--- src/rtl/char_layer.sv ---
// Character (tile) layer: fetches one 8x8 tile row per 8 pixels through a small
// VRAM -> ROM fetch FSM, then shifts two bitplanes out at the pixel rate.
module char_layer #(
   parameter int unsigned ROM_LAT = 1
) (
   input  logic        clk_sys,
   input  logic        reset,
   input  logic        ce_pix,
   input  logic [8:0]  hcnt,
   input  logic [8:0]  vcnt,
   output logic [9:0]  vram_addr,
   input  logic [7:0]  vram_code,
   input  logic [7:0]  vram_attr,
   output logic [12:0] char_rom_addr,
   input  logic [7:0]  char_data1,
   input  logic [7:0]  char_data2,
   output logic [5:0]  pix_out,
   output logic        pix_opaque,
   output logic        overrun
);

   typedef enum logic [2:0] {StIdle, StMap, StCode, StRomw, StLoad} state_e;

   state_e      state_q, state_d;
   logic [9:0]  vram_addr_q, vram_addr_d;
   logic [12:0] rom_addr_q, rom_addr_d;
   logic [1:0]  cnt_q, cnt_d;
   logic [7:0]  attr_q, attr_d;
   logic [7:0]  hold1_q, hold1_d, hold2_q, hold2_d;
   logic [3:0]  hold_pal_q, hold_pal_d;
   logic [7:0]  sh1_q, sh1_d, sh2_q, sh2_d;
   logic [3:0]  pal_q, pal_d;
   logic [5:0]  pix_q, pix_d;
   logic        opaque_q, opaque_d;
   logic        overrun_q, overrun_d;
   logic        trigger;

   // Only 256-pixel maps and 256-line tile rows exist; bit 8 of the counters is unused.
   logic unused_bits;
   assign unused_bits = ^{hcnt[8], vcnt[8]};

   assign trigger = ce_pix && (hcnt[2:0] == 3'd0);

   function automatic logic [7:0] bit_rev(input logic [7:0] x);
      logic [7:0] r;
      for (int i = 0; i < 8; i++) r[i] = x[7-i];
      return r;
   endfunction

   // Fetch FSM: next state, address generation and holding-register loads.
   always_comb begin
      state_d     = state_q;
      vram_addr_d = vram_addr_q;
      rom_addr_d  = rom_addr_q;
      cnt_d       = cnt_q;
      attr_d      = attr_q;
      hold1_d     = hold1_q;
      hold2_d     = hold2_q;
      hold_pal_d  = hold_pal_q;
      // A trigger that finds the FSM busy is dropped; the running fetch continues.
      overrun_d   = overrun_q | (trigger && (state_q != StIdle));
      unique case (state_q)
         StIdle: begin
            if (trigger) begin
               vram_addr_d = {vcnt[7:3], hcnt[7:3] + 5'd1};
               state_d     = StMap;
            end
         end
         StMap: state_d = StCode;
         StCode: begin
            attr_d     = vram_attr;
            rom_addr_d = {vram_attr[5:4], vram_code, vcnt[2:0] ^ {3{vram_attr[7]}}};
            cnt_d      = 2'(ROM_LAT);
            state_d    = StRomw;
         end
         StRomw: begin
            cnt_d = cnt_q - 2'd1;
            if (cnt_q <= 2'd1) state_d = StLoad;
         end
         StLoad: begin
            hold1_d    = attr_q[6] ? bit_rev(char_data1) : char_data1;
            hold2_d    = attr_q[6] ? bit_rev(char_data2) : char_data2;
            hold_pal_d = attr_q[3:0];
            state_d    = StIdle;
         end
         default: state_d = StIdle;
      endcase
   end

   // Pixel pipe: emit current MSBs, then reload on the last pixel of a tile or shift.
   always_comb begin
      sh1_d    = sh1_q;
      sh2_d    = sh2_q;
      pal_d    = pal_q;
      pix_d    = pix_q;
      opaque_d = opaque_q;
      if (ce_pix) begin
         pix_d    = {pal_q, sh2_q[7], sh1_q[7]};
         opaque_d = sh2_q[7] | sh1_q[7];
         if (hcnt[2:0] == 3'd7) begin
            sh1_d = hold1_q;
            sh2_d = hold2_q;
            pal_d = hold_pal_q;
         end else begin
            sh1_d = {sh1_q[6:0], 1'b0};
            sh2_d = {sh2_q[6:0], 1'b0};
         end
      end
   end

   // State registers; reset abandons any fetch in progress.
   always_ff @(posedge clk_sys or posedge reset) begin
      if (reset) begin
         state_q     <= StIdle;
         vram_addr_q <= '0;
         rom_addr_q  <= '0;
         cnt_q       <= '0;
         attr_q      <= '0;
         hold1_q     <= '0;
         hold2_q     <= '0;
         hold_pal_q  <= '0;
         sh1_q       <= '0;
         sh2_q       <= '0;
         pal_q       <= '0;
         pix_q       <= '0;
         opaque_q    <= 1'b0;
         overrun_q   <= 1'b0;
      end else begin
         state_q     <= state_d;
         vram_addr_q <= vram_addr_d;
         rom_addr_q  <= rom_addr_d;
         cnt_q       <= cnt_d;
         attr_q      <= attr_d;
         hold1_q     <= hold1_d;
         hold2_q     <= hold2_d;
         hold_pal_q  <= hold_pal_d;
         sh1_q       <= sh1_d;
         sh2_q       <= sh2_d;
         pal_q       <= pal_d;
         pix_q       <= pix_d;
         opaque_q    <= opaque_d;
         overrun_q   <= overrun_d;
      end
   end

   assign vram_addr     = vram_addr_q;
   assign char_rom_addr = rom_addr_q;
   assign pix_out       = pix_q;
   assign pix_opaque    = opaque_q;
   assign overrun       = overrun_q;

endmodule

--- config.mk ---
export PLATFORM = sky130hd
export DESIGN_NAME = char_layer
export DESIGN_NICKNAME = d
export VERILOG_FILES = /design/src/rtl/char_layer.sv
export SDC_FILE = /design/constraint.sdc
export NUM_CORES = 1
export LEC_CHECK = 0
export BUFFER_PORTS_ARGS = -buffer_cell sky130_fd_sc_hd__buf_2
export CORE_ASPECT_RATIO = 1.5
export CORE_UTILIZATION = 57
export DETAILED_ROUTE_END_ITERATION = 10
export PLACE_DENSITY = 0.84
export SETUP_SLACK_MARGIN = 0.4
export SLEW_MARGIN = 20
export SYNTH_ARGS = -nofsm -noshare
export SYNTH_HDL_FRONTEND = slang
export SYNTH_SLANG_ARGS = --single-unit
--- constraint.sdc ---
create_clock -name clk_sys -period 4 [get_ports clk_sys]
set_input_delay 0.6 -clock clk_sys [delete_from_list [all_inputs] [get_ports clk_sys]]
set_output_delay 0.6 -clock clk_sys [all_outputs]
set_load 0.01 [all_outputs]
==> impl_results.md <==
* Status: finished, final reports clean
* Largest net degree at the start of global routing at 61
* Commonest register cell after synthesis: dfrtp_1
* Nets at ~410
* Fraction of layout cells with a size suffix above 1 at around two fifths
* Required @ worst endpoint at 4.22 ns
* Clk buf depth at 2
* Clock root cell: clkbuf_8
* Die span in y at 97.8 µm
* Crit share post-route at 49.4%
* Hold_ws at 0.393 ns
* Via count at 2347
* Die footprint at 6440 µm²
* Worst setup margin at 2.02 ns
* TritonCTS buffer count at 9
* Critical path class: reg -> reg
* Syn Std Cell Area at roughly 3500 µm²
* Setup Viol. Count Final at 0
* Clock Pin Slew Worst Setup and Hold Paths at around 0.080 ns
* Crit end category: flop
* Initial antenna violation count at 0
* Setup bufs post-CTS at 0
* Max FO, Critical Path at 21
* CTS H-tree lvls at 3
* Metal-1 WL at about 2.4 mm
* Crit start category: flop
* IO Pins at between 80 and 90
* Overflow after GRT at 0
* Clock skew at 0.00724 ns
* Synth Instances at 277
* Netlist cell types at 29
* Setup TNS at 0 ns
* Hold Buf Count CTS at 0
* CTS-repair resized insts at 0
* Wirelength, routed at 6.27 mm
* Filler Cell Count at 423
* Reg2Reg Depth at 2
* Gpl congestion at about 0.74
* Met2 WL post-DR at 3.46 mm
* Maxcap violations at 0
* R2R Setup Slk at around 2 ns
* CTS sink count at 81
* FF-to-FF Start: state_q[1]$_DFFE_PP0P_
* Area growth syn-to-layout at 15.8%
* Global-route wire length before repair at 10.2 mm
* Most frequent cells in the layout: dfrtp_1, buf_2, mux2_2
* Slew margin rel. at 35.1%
* Worst-Skew Late Latency at 0.34 ns
* Vias in the first global route at between 2k and 2.5k
* Slew Limit Fails at 0
* Post-route ant nets at 0
* CP Launch Point: state_q[1]$_DFFE_PP0P_
* Critical Path AT at ~2.2 ns
* Hold Path Class: in -> async
* Dpl cells at 414
* #FFs+latches synth at 81
* Per-cell routed wire length at 14.6 µm
* Register area share after synthesis at 58.1%
* Core region area at 5870 µm²
* Area after DPL at between 3000 and 4000 µm²
* Final std cells w/o fill at 428
* Mapped Nets at roughly 330
* Initial Util at 59.4%
* Critical Path Sink: attr_q[1]$_DFFE_PP0N_
* Syn avg cell area at between 10 and 15 µm²
* Critical R2R Capture: attr_q[1]$_DFFE_PP0N_
* Placed wire-length estimate at 4.55 mm
* Met3 routed WL at 245 µm
* Final hold violations at 0
* Rows at 34
* Max VDD drop at 0.399 mV
* Max Clock Freq at 506 MHz
* PD cells at 708 nW/µm²
* Place WS at about 1.7 ns
* Synth async-reset ratio at between 90% and 100%
* DRT Pass-1 Iters at 4
* Drt via density at roughly 5.5
* Fin area at 4040 µm²
* IO buf count at 81
* Multi-input logic area at 1340 µm²
* Seq. cell area at roughly 2000 µm²
* Top layer in use: met4
* Yosys warnings at 0
* DRC viols at 0
* Slew @ Worst Pin at 0.973 ns
* RSZ-0062 raised after global routing: no
* # diodes at 0
* Static Leak at 1.86 nW
* GRT Overall Usage at 21.4%
* Pwr Total at around 2.9 mW
* Die width at around 66 µm
* Post-synth EDFFs at 0
* CTS tree: done
* Tmin final at between 1.5 and 2 ns
* Iter 0 DRT Violations at 96
* Final Util at 68.8%
[where the power goes]
group | leakage [nW] | switching [mW] | total (mW) | internal, mW
clock network | 0.0778 | 0.263 | 0.478 | 0.215
registers | 0.935 | 0.259 | 1.43 | 1.17
logic | 0.845 | 0.437 | 0.951 | 0.513
[cell type report]
| cell class | count | area share (%) |
|---|---|---|
| repair buffers | 83 | 10.4 |
| well taps | 72 | 2.23 |
| multi-input cells | 174 | 33.0 |
| inverters | 4 | 0.434 |
| clock buffers | 10 | 3.16 |
| clock inverters | 4 | 0.557 |
| flip-flops and latches | 81 | 50.2 |
[synthesized netlist by cell type, types with 2 or more instances]
cell,n,share of area (%)
dfrtp_1,81,58
mux2_2,38,12
a21oi_1,36,5.2
nor2_1,35,3.8
mux2i_1,30,8.6
buf_4,7,1.5
nand3_1,6,0.86
buf_2,5,0.72
xnor2_1,5,1.3
inv_1,4,0.43
buf_6,3,0.97
clkbuf_1,3,0.32
o21ai_0,3,0.43
a31oi_1,2,0.36
and3_1,2,0.36
ha_1,2,0.72
nor2b_1,2,0.36
o21bai_1,2,0.43
[cells by family (layout without fill, tap and decap cells)]
| family | Yosys count | count (layout) | synth area share, % |
|---|---|---|---|
| adders and majority gates | 2 | 2 | 0.717 |
| DFF | 81 | 81 | 58.1 |
| and+or+nand+nor | 54 | 54 | 8.25 |
| buffers and inverters | 22 | 101 | 3.95 |
| AOI/OAI and AO/OA | 44 | 44 | 6.60 |
| xor gates and xnor gates | 6 | 6 | 1.51 |
| muxes | 68 | 68 | 20.9 |
[metal layers]
layer | track usage [%] | vias to the layer above
li1 | - | 1106
met2 | 36.9 | 63
met1 | 24.6 | 1165
met5 | 0 | -
met3 | 4.67 | 13
met4 | 9.70 | 0
[how the worst min path moves through the flow]
stage                               startpoint                       end  slack (ns)  cells after the start
after floorplan           pal_q[3]$_DFFE_PP0P_    pix_out[5]$_DFFE_PP0P_        0.47                      1
after global placement       overrun$_DFF_PP0_         overrun$_DFF_PP0_        0.46                      1
after detailed placement     overrun$_DFF_PP0_         overrun$_DFF_PP0_        0.45                      1
after CTS                              hcnt[3]  vram_addr[0]$_DFFE_PP0P_        0.47                      2
after global routing                     reset  vram_addr[6]$_DFFE_PP0P_        0.45                      2
final                                    reset      pal_q[0]$_DFFE_PP0P_        0.39                      2
[critical path, cell delays in order (launching register included)]
cell     delay, ns
dfrtp_1       0.57
nor3b_4       0.86
mux2_2        0.43
[flip-flops by register name, summed over array words and instances (netlist names)]
register	count
vram_addr	10
char_rom_addr	12
hold1_q	8
state_q	3
hold2_q	8
pix_out	6
pal_q	4
pix_opaque	1
sh2_q	8
hold_pal_q	4
overrun	1
cnt_q	2
attr_q	6
sh1_q	8
No activity file was read; power rests on OpenSTA's default activity.
